==> src/rtl/step_fsm_n.sv <==
// Parametrised N-state step sequencer: prescaled up/down stepping with wrap,
// saturate and ping-pong boundaries, synchronous load, and binary/Gray/one-hot views.
module step_fsm_n #(
  parameter int N_STATES = 4,
  parameter int W        = 2,
  parameter int PRESCALE = 1
) (
  input  logic                clk,
  input  logic                reset,
  input  logic                sw,
  input  logic                en,
  input  logic [1:0]          mode,
  input  logic                load,
  input  logic [W-1:0]        load_val,
  output logic [W-1:0]        Q,
  output logic [W-1:0]        Q_gray,
  output logic [N_STATES-1:0] onehot,
  output logic                dir,
  output logic                term
);

  typedef enum logic [1:0] {
    MODE_WRAP     = 2'b00,
    MODE_SAT      = 2'b01,
    MODE_PP       = 2'b10,
    MODE_WRAP_ALT = 2'b11
  } mode_e;

  typedef enum logic {
    DIR_UP   = 1'b0,
    DIR_DOWN = 1'b1
  } dir_e;

  localparam int            PW      = 16;
  localparam logic [W:0]    LAST    = (W+1)'(N_STATES - 1);
  localparam logic [PW-1:0] PS_LAST = PW'(PRESCALE - 1);

  if (N_STATES < 2 || N_STATES > 256) begin : g_bad_n
    $error("step_fsm_n: N_STATES must be in 2..256");
  end
  if (W < $clog2(N_STATES)) begin : g_bad_w
    $error("step_fsm_n: W too narrow for N_STATES");
  end
  if (PRESCALE < 1 || PRESCALE > 65535) begin : g_bad_ps
    $error("step_fsm_n: PRESCALE must be in 1..65535");
  end

  logic [W-1:0]  q_q, q_d;
  logic [PW-1:0] pcnt_q, pcnt_d;
  dir_e          pp_dir_q, pp_dir_d;
  logic          term_q, term_d;

  mode_e      mode_s;
  logic       fire;
  logic       step_up;
  logic       reverse;
  logic       move_up;
  logic       step_term;
  logic [W:0] q_x;
  logic [W:0] q_step_x;
  logic [W:0] lv_x;

  assign mode_s = mode_e'(mode);
  assign dir    = (mode_s == MODE_PP) ? (pp_dir_q == DIR_DOWN) : sw;
  assign fire   = en && !load && (pcnt_q == PS_LAST);

  // Candidate next state for a step; reverse marks a ping-pong bounce.
  always_comb begin
    q_x       = {1'b0, q_q};
    step_up   = !dir;
    q_step_x  = q_x;
    reverse   = 1'b0;
    case (mode_s)
      MODE_SAT: begin
        if (step_up) begin
          if (q_x != LAST) q_step_x = q_x + 1'b1;
        end else if (q_x != '0) begin
          q_step_x = q_x - 1'b1;
        end
      end
      MODE_PP: begin
        if (step_up) begin
          if (q_x == LAST) begin
            reverse  = 1'b1;
            q_step_x = LAST - 1'b1;
          end else begin
            q_step_x = q_x + 1'b1;
          end
        end else if (q_x == '0) begin
          reverse  = 1'b1;
          q_step_x = (W+1)'(1);
        end else begin
          q_step_x = q_x - 1'b1;
        end
      end
      default: begin
        if (step_up) q_step_x = (q_x == LAST) ? '0 : q_x + 1'b1;
        else         q_step_x = (q_x == '0) ? LAST : q_x - 1'b1;
      end
    endcase
    move_up   = step_up ^ reverse;
    step_term = (q_step_x != q_x) &&
                ((move_up && q_step_x == LAST) || (!move_up && q_step_x == '0));
  end

  // Next-state: load beats step; pcnt only advances while enabled.
  always_comb begin
    q_d      = q_q;
    pcnt_d   = pcnt_q;
    pp_dir_d = pp_dir_q;
    term_d   = 1'b0;
    lv_x     = {1'b0, load_val};
    if (mode_s != MODE_PP) pp_dir_d = sw ? DIR_DOWN : DIR_UP;
    if (load) begin
      q_d    = (lv_x > LAST) ? LAST[W-1:0] : load_val;
      pcnt_d = '0;
    end else if (en) begin
      if (fire) begin
        pcnt_d = '0;
        q_d    = q_step_x[W-1:0];
        term_d = step_term;
        if (reverse) pp_dir_d = (pp_dir_q == DIR_UP) ? DIR_DOWN : DIR_UP;
      end else begin
        pcnt_d = pcnt_q + 1'b1;
      end
    end
  end

  always_ff @(posedge clk) begin
    if (reset) begin
      q_q      <= '0;
      pcnt_q   <= '0;
      pp_dir_q <= DIR_UP;
      term_q   <= 1'b0;
    end else begin
      q_q      <= q_d;
      pcnt_q   <= pcnt_d;
      pp_dir_q <= pp_dir_d;
      term_q   <= term_d;
    end
  end

  always_comb begin
    onehot = '0;
    for (int i = 0; i < N_STATES; i++) begin
      onehot[i] = (q_q == W'(i));
    end
  end

  assign Q      = q_q;
  assign Q_gray = q_q ^ (q_q >> 1);
  assign term   = term_q;

endmodule

==> config.mk <==
export PLATFORM = sky130hd
export DESIGN_NAME = step_fsm_n
export DESIGN_NICKNAME = d
export VERILOG_FILES = /design/src/rtl/step_fsm_n.sv
export SDC_FILE = /design/constraint.sdc
export NUM_CORES = 1
export LEC_CHECK = 0
export CAP_MARGIN = 0
export CORE_ASPECT_RATIO = 0.6
export CORE_UTILIZATION = 42
export CTS_CLUSTER_DIAMETER = 40
export DETAILED_ROUTE_END_ITERATION = 10
export PLACE_DENSITY_LB_ADDON = 0.2
export SLEW_MARGIN = 30
export SYNTH_ARGS = -nofsm -noshare
export SYNTH_HDL_FRONTEND = slang
export SYNTH_SLANG_ARGS = --single-unit
==> constraint.sdc <==
create_clock -name clk -period 4.7 [get_ports clk]
set_input_delay 0.94 -clock clk [delete_from_list [all_inputs] [get_ports clk]]
set_output_delay 0.94 -clock clk [all_outputs]
set_load 0.03 [all_outputs]
## Word level (Yosys, flattened, before mapping)

Index checks and enable logic that the tools add are counted.

- Flip-flop bits (word level): 20
- Bits of input ports: 9
- Output and inout port bits: 10
- Word-level logic and storage cells: 64

- $add $sub $neg: 3
- Equality and inequality tests: 9
- Mux-type cells: 26
- Bitwise gates (word level): 4
- Reduce and logical (&&, ||, !) cells: 18

Operators by type and width:

| operator | number |
|---|---|
| $mux W3 | 9 |
| $add A16 B1 Y16 const B | 1 |
| $logic_not A16 Y1 | 1 |
| $mux W16 | 1 |
| $mux W1 | 12 |
| $eq A2 B2 Y1 const B | 3 |
| $mux W2 | 3 |
| $pmux W3 S2 | 1 |
| $reduce_bool A2 Y1 | 3 |
| $logic_and A1 B1 Y1 | 5 |
| $eq A2 B1 Y1 const B | 2 |
| $ne A2 B2 Y1 const B | 2 |
| $reduce_or A4 Y1 | 1 |
| $add A2 B1 Y3 const B | 1 |
| $eq A3 B2 Y1 const B | 1 |
| $logic_not A1 Y1 | 3 |
| $logic_not A3 Y1 | 1 |
| $ne A3 B2 Y1 | 1 |
| $sub A2 B1 Y3 const B | 1 |
| $logic_not A2 Y1 | 1 |
| $not A1 Y1 | 2 |
| $reduce_and A2 Y1 | 1 |
| $reduce_or A2 Y1 | 1 |
| $xor A2 B1 Y2 | 1 |
| 2 further kinds | 2 |

## Depth between registers and ports, before layout

Gate-level depths: netlist of the first run.

- Depth in word-level cells: 9
- Mapped depth: 8
- Mapped depth without buffers: 8

## Worst setup path after synthesis of the first run

Ideal clock, no wire load.

- Kind: input port to output port
- Start point: input mode[0]
- End point: output dir
- Arrival: 1.731 ns
- Data required time: 3.760 ns
- Setup slack: 2.029 ns
- Stages on the path: 4
- Buffers on the path: 0
- Cell sequence: inv_1 -> ha_1 -> mux2i_2 -> inv_4

- Cells in the longest elaborated chain, start to end: 2

RTL lines:

| element | line | text |
|---|---|---|
| start, declared | 12 | `input logic [1:0] mode,` |
| $eq A2 B2 Y1 | 64 | `assign dir = (mode_s == MODE_PP) ? (pp_dir_q == DIR_DOWN) : sw;` |
| $mux W1 | 64 |  |
| end, declared | 18 | `output logic dir,` |

Every way passes these cells.

## Worst setup path in the final report of the first run

Same ends and word-level chain as after synthesis.

==> results of run 1 <==
==> per-stage QoR <==
stage / cells / hold WS (ns) / worst slack [ns]
CTS: 207 / 0.549 / 0.885
global route: 207 / 0.560 / 0.776
floorplan: 148 / 0.480 / 2.03
global placement: 203 / 0.497 / 0.977
finish: 207 / 0.559 / 0.879
detailed placement: 203 / 0.531 / 0.883
==> power breakdown <==
group          internal, uW  switching, uW
Clock                  74.6           56.5
Sequential              172           4.76
Combinational          39.7           50.2
Total                   286            112
==> cells in the final DEF (no fill, tap or decap) <==
cell type / n
sky130_fd_sc_hd__a211oi_1: 1
sky130_fd_sc_hd__a21oi_1: 3
sky130_fd_sc_hd__a21oi_2: 2
sky130_fd_sc_hd__a22oi_2: 1
sky130_fd_sc_hd__a32o_1: 1
sky130_fd_sc_hd__and2_1: 2
sky130_fd_sc_hd__and2_2: 1
sky130_fd_sc_hd__and2b_2: 1
sky130_fd_sc_hd__clkbuf_8: 4
sky130_fd_sc_hd__clkdlybuf4s50_1: 18
sky130_fd_sc_hd__dfxtp_1: 20
sky130_fd_sc_hd__ha_1: 11
sky130_fd_sc_hd__inv_1: 11
sky130_fd_sc_hd__inv_4: 1
sky130_fd_sc_hd__mux2i_1: 2
sky130_fd_sc_hd__mux2i_2: 1
sky130_fd_sc_hd__nand2_1: 13
sky130_fd_sc_hd__nand2b_1: 1
sky130_fd_sc_hd__nand3_1: 5
sky130_fd_sc_hd__nand3b_4: 1
sky130_fd_sc_hd__nand4_1: 7
sky130_fd_sc_hd__nand4bb_1: 1
sky130_fd_sc_hd__nor2_1: 21
sky130_fd_sc_hd__nor3_1: 7
sky130_fd_sc_hd__nor4_1: 3
sky130_fd_sc_hd__nor4_2: 1
sky130_fd_sc_hd__nor4b_1: 2
sky130_fd_sc_hd__o211a_1: 1
sky130_fd_sc_hd__o21ai_0: 3
sky130_fd_sc_hd__o22ai_1: 3
sky130_fd_sc_hd__o32ai_2: 1
sky130_fd_sc_hd__or2b_2: 1
sky130_fd_sc_hd__or4b_1: 1
sky130_fd_sc_hd__xnor2_1: 5
sky130_fd_sc_hd__xor2_1: 10
==> kinds of logic after synthesis <==
| family | Yosys count | synth area share [%] |
|---|---|---|
| AOI/OAI and AO/OA | 16 | 9.76 |
| xor gates and xnor gates | 15 | 10.5 |
| adders and majority gates | 11 | 11.0 |
| buffers and inverters | 15 | 5.18 |
| DFF | 20 | 31.9 |
| muxes | 3 | 2.69 |
| and+or+nand+nor | 68 | 29.1 |
==> critical path: stages <==
cell and delay [ns]:
sky130_fd_sc_hd__clkdlybuf4s50_1 0.43, sky130_fd_sc_hd__inv_1 0.07, sky130_fd_sc_hd__ha_1 0.28, sky130_fd_sc_hd__mux2i_2 0.47, sky130_fd_sc_hd__inv_4 0.08, sky130_fd_sc_hd__clkdlybuf4s50_1 0.61
==> layer usage <==
layer  global-route usage [%]  vias to the layer above  routed length (um)
li1                         -                      548                   -
met1                     31.3                      504                1570
met2                     27.5                       39                1120
met3                     5.47                        4                 176
met4                     1.18                        0                  10
met5                        0                        -                   0
==> area by class of cell <==
type	count	area [um2]
Multi-Input combinational cell	113	791
Tap cell	40	50.0
Fill cell	245	1140
Timing Repair Buffer	18	180
Sequential cell	20	400
Clock buffer	4	55.1
Inverter	12	47.5
==> sequential cells by signal, indices dropped and copies added, names as in the netlist <==
register,flops
pp_dir_q,1
pcnt_q,16
Q,2
term,1
==> worst paths after layout <==
| check | to | cells after the start |
|---|---|---|
| worst max-delay path | dir | 6 |
| worst min-delay path | pcnt_q[8] | 2 |
| worst max register to register | pcnt_q[8] | 6 |
| worst min register to register | pcnt_q[8] | 2 |
==> cell usage after synthesis (all sizes together), types with 2 or more instances <==
master | count | area [um2]
buf | 3 | 17.5
nor2 | 21 | 78.8
nand3 | 5 | 25.0
nor4b | 2 | 17.5
nor3 | 7 | 35.0
nand2 | 13 | 48.8
o22ai | 3 | 18.8
inv | 12 | 47.6
ha | 11 | 138
nor4 | 4 | 31.3
o21ai | 3 | 15.0
mux2i | 3 | 33.8
xnor2 | 5 | 43.8
a21oi | 5 | 32.5
dfxtp | 20 | 400
nand4 | 7 | 43.8
xor2 | 10 | 87.6
and2 | 3 | 20.0
==> run summary, run 1 <==
In this run the most critical hold path is launched from pcnt_q[8]. Once detail routing completed, the nets flagged for antenna violations numbered 0. Count of buffers inserted at the top-level ports: 18. Routability-driven placement finished with a final weighted congestion of 0.944.

The maximum VDD drop was 0.158 mV; the register-to-register setup slack was 2.81 ns. In the final routed layout, each cell accounts on average for 13.9 um. The endpoint required time on the critical path was 3.76 ns.

The number of antenna violations at the first check in global routing is 0, and the synthesized instance count is 148. The number of global-route vias before repair was 963. From left edge to right edge, the die measures 72.6 um.

Across all layers, the routed design uses 1095 vias. Setup violations remaining at the end of the flow were counted as 0. The Yosys step of the flow raised 0 warnings. After detailed placement, the total cell area comes to 1470 um2. The launching point of the worst reg2reg path is pcnt_q[1].

The count of final hold-check violations is 0. The number of diodes added for antenna fixing is 0, and the max-slew violation total from the final report is 0. The die extent in y is 44.4 um, and the violation count after the first detailed-routing iteration is 88.

The overall power consumption is 398 uW, and the first-pass detailed-route iteration total is 5. The register bit count reported by yosys was 20. The minimum period implied by the final worst setup slack was 3.82 ns. The run gives 35 as the number of different library cells in the post-synthesis netlist. For this design the ratio of total power to cell area is 261 nW/um2. The setup path with the least slack is of type input pin to output port. The number of vias per cell after detailed routing is 5.29.

The worst setup path is launched from an input pin. The die covers 3220 um2. The top achievable clock speed is 262 MHz. After routing the design area is 1520 um2. Across the run, the number of max-cap violations was 0. Data on the critical path arrives at its endpoint at 2.88 ns. Global routing used 19.9% of the available tracks.

After the last flow step, the layout net total stands at 188. Summed over all nets, the half-perimeter wirelength after detailed placement is 2.20 mm. The logs give 57.2% for the core utilization of the finished layout and 0.26 ns for the clock latency of the later-clocked register in the worst-skew pair. The tightest min-delay check is of the register to register type. The total of cells resized after clock tree synthesis was 0; the post-route DRC violation count was 0. The number of CTS-inserted buffers is 3, and the number of enable-type register cells in the synthesized netlist is 0.

The run gives 47.2% as the effective utilization at floorplan. Relative to the synthesized area, the layout overhead comes to 21.3%. The tools report the total of hold buffers inserted after clock tree synthesis as 0. For this design the static power due to leakage is 0.000550 uW.

After layout, the worst path uses 81.3% of the clock period. The share of flip-flops with an asynchronous set or reset after synthesis came out at 0%. In this run the worst path has a maximum fanout of 7. The clock net in this run drives a total of 20 sinks. Number of H-tree levels: 1. The cell area that synthesis handed to floorplanning was 1260 um2.

Wires add up to 2.87 mm. Across the routed clock network, the largest skew measured is 0.00310 ns. STA classifies the critical path endpoint as an output port. The sequential fraction of the synthesis area was 31.9%; the area of the core region was 2660 um2.

After global routing the overflow that remains totals 0. The longest clock path from root to sink contains 2 buffers. A synthesized cell averages 8.49 um2. Pin placement for this block handled 19 I/O pins. Measured against its own limit, the worst slew margin works out to 64.8%. Counting every net in the synthesized netlist gives 168. The flow ran to the end, and the final reports show no timing, DRC or antenna violations. Entering global routing, the biggest net connects 16 pins. TritonCTS built the clock tree. Slew at the pin closest to its max-slew limit: 0.527 ns. In the final timing run, aggregate negative setup slack is 0 ns.

Among all flip-flop cells after synthesis, the most frequent one is sky130_fd_sc_hd__dfxtp_1. The source of the critical timing path is mode[0]. In this run the core area contains 14 standard-cell rows. Clock tree synthesis selected as its root buffer the cell sky130_fd_sc_hd__clkbuf_8. Clock-pin slew was measured on the worst setup and hold paths at 0.07 ns.

Setup repair after global routing left no endpoint under its margin. The first global-routing pass estimated 4.84 mm of wire. Once the clock tree was built, the setup fixing pass inserted 0 buffers. The ratio of cells with drive above 1 in the final layout was 8.98%.
No activity file was read; power rests on OpenSTA's default activity.
==> run 2: changes to the inputs <==
- clock period: 4.7 -> 3.3 ns (I/O delays scaled with it)
==> run summary, run 2 (synthesis gave the netlist of run 1 again) <==
TritonCTS built the clock tree. For the area used by multi-input combinational logic, the log shows 791 um2. The power density normalized to cell area is 354 nW/um2. From bottom edge to top edge, the die measures 44.4 um. After floorplanning, the core was divided into 14 placement rows. The register with the most flip-flops was pcnt_q. The run gives 0 as the total setup violations reported at the end of the flow. For the finished layout, the period the worst path requires is 3.17 ns. The ratio of cells with drive above 1 in the final layout is 9.52%.

The count of final hold-check violations came out at 0. Summed over all nets, the half-perimeter wirelength after detailed placement is 2.21 mm. Counting both buffers and inverters, the worst setup path holds a total of 4.

The top cell types in the final layout, fill and taps aside, are sky130_fd_sc_hd__nor2_1 (21), sky130_fd_sc_hd__dfxtp_1 (20), sky130_fd_sc_hd__clkdlybuf4s50_1 (18). The worst hold path belongs to the class register to register. The count of nets left with antenna violations once routing finished came out at 0.

The logs give 0 for the number of diodes added for antenna fixing and 0 for the total congestion overflow. For the deepest clock path buffer count, the log shows 2. STA classifies the critical path startpoint as an input pin.

The core region is 2660 um2. The critical path start-end classification is input pin to output port. Endpoint of the worst register-to-register path: pcnt_q[8]. The run gives 541 uW as the overall power consumption.

The highest cell delay on the worst timing path was 0.61 ns. Across the whole layout, storage elements account for 400 um2. For the pin with the worst max-slew slack, the measured transition is 0.505 ns.

The post-route fraction of the period consumed by the critical path is 96.0%. The logs give 0 for the number of antenna violations at the first check in global routing and 1480 um2 for the cell area after placement. The run finished with clean final reports. The tools report the filler cell count as 246. The logs give 0 for the total of cells resized after clock tree synthesis and 20 for the number of clock sinks.

Derived from the worst setup path, the maximum achievable clock frequency is 316 MHz. The worst-case IR drop observed on VDD is 0.285 mV. Buffers inserted during clock tree synthesis total 3.

The largest net degree at the start of global routing is 16. The master of the slowest instance on the critical path is sky130_fd_sc_hd__clkdlybuf4s50_1. The number of nets in the layout was 190.

The endpoint type of the worst setup path is an output port. The number of H-tree levels came out at 1. The wire length reported by the detailed router was 2.85 mm.

The worst register-to-register path begins at pcnt_q[0]. From left edge to right edge, the die measures 72.6 um. Routability-driven placement finished with a final weighted congestion of 0.951. Clock latency of the later-clocked register in the worst-skew pair: 0.26 ns. The tools report the startpoint of the tightest hold check path as pcnt_q[15]. Compared with the post-synthesis result, the final layout area differs by 21.4%. In the final timing run, aggregate negative setup slack is 0 ns. For this run, design rule violations remaining after detail routing come to 0. Register-to-register setup slack: 1.38 ns.

The max-slew violation total from the final report was 0. In this design, the critical path's most frequently occurring cell is sky130_fd_sc_hd__clkdlybuf4s50_1. For the area of the die, the log shows 3220 um2. The run gives 0 as the post-CTS setup repair buffer count. For hold timing, the worst endpoint is pcnt_q[15]. Dividing the detail-routed via count by the number of cells gives 5.19. For the worst setup path, the data arrival time is 2.51 ns. Before antenna repair, the detailed router went through 4 iterations. Clock-pin slew was measured on the worst setup and hold paths at 0.07 ns.

The run gives 19 as the count of boundary I/O pins. The finished cells cover 1530 um2. Broken down by cell family, the worst path's largest delay share belongs to buffers and inverters. Max-cap violations in this run came to 0. The register with the most flip-flops in the layout has 16 of them. Buffer cell driving the clock tree root: sky130_fd_sc_hd__clkbuf_8. The run gives 2.64 ns as the endpoint required time on the critical path.

In the final routed layout, each cell accounts on average for 13.7 um. On the final layout, the worst clock skew is 0.00229 ns. In the global route stage, overall resource usage came out at 19.5%.

The total leakage power was 0.000553 uW; the worst-path maximum fanout was 4. The library cell used most frequently in the layout, excluding fill and tap cells, is sky130_fd_sc_hd__nor2_1. The count of buffers inserted at the top-level ports came out at 18. The hold path depth was 2; the number of global-route vias before repair was 979. For the violation count after the first detailed-routing iteration, the log shows 65. Headroom to the max-slew limit: 66.2%. The signal on the critical path passes through clkdlybuf4s50_1 -> inv_1 -> ha_1 -> mux2i_2 -> inv_4 -> clkdlybuf4s50_1. Setup repair after global routing left no endpoint under its margin.

The detailed router placed 1079 vias in this run. The first global-routing pass estimated 4.60 mm of wire. After clock tree synthesis, the flow added hold-fix buffers numbering 0. For this configuration, the core starts out at a cell density of 47.2%. The number of cells on the worst reg-to-reg path is 6.
run 2: tightest hold or removal path, delay by kind of cell (launching register included):
family	cells	cell delay, ns
flip-flops	1	0.36
AND/OR/NAND/NOR	1	0.07
XOR/XNOR	1	0.07
run 2: cell type report:
type / instances / area share [%]
Clock buffer: 3 / 2.71
Inverter: 12 / 3.12
Multi-Input combinational cell: 113 / 51.8
Sequential cell: 20 / 26.3
Tap cell: 40 / 3.28
Timing Repair Buffer: 20 / 12.8
run 2: where the power goes:
part | leakage [uW] | internal, uW | switching, uW | total (uW)
logic | 0.000369 | 57.7 | 71.6 | 129
clock network | 0.0000216 | 81.4 | 78.5 | 160
registers | 0.000162 | 245 | 6.62 | 251
run 2: layer usage:
metal	vias up	track usage, %	share of wire (%)
met5	-	0	0
met4	0	3.53	0.28
met3	2	5.92	7.6
met2	38	27.3	40
met1	487	29.3	52
li1	552	-	-
run 2: worst max-delay path by stage:
stage	start	end	slack (ns)	cells past startpoint
6_report	mode[0]	dir	0.13	6
2_1_floorplan	mode[0]	Q[1]	1.13	8
4_1_cts	mode[0]	dir	0.13	6
3_3_place_gp	mode[0]	dir	0.20	6
5_1_grt	mode[0]	dir	0.07	6
3_5_place_dp	mode[0]	dir	0.14	6
run 2: metrics by stage:
stage | hold slack (ns) | setup WS (ns) | cells | utilization [%]
6_report | 0.532 | 0.131 | 208 | 57.3
5_1_grt | 0.556 | 0.0653 | 208 | 57.3
3_3_place_gp | 0.497 | 0.202 | 205 | 55.7
2_1_floorplan | 0.480 | 1.13 | 148 | -
4_1_cts | 0.539 | 0.127 | 208 | 57.3
3_5_place_dp | 0.508 | 0.136 | 205 | 55.7
==> run 3: changes to the inputs <==
- CAP_MARGIN: 0 -> 40
- SLEW_MARGIN: 30 -> not set
==> results of run 3 <==
No change in the layout: final DEF, timing and power equal those of run 2.
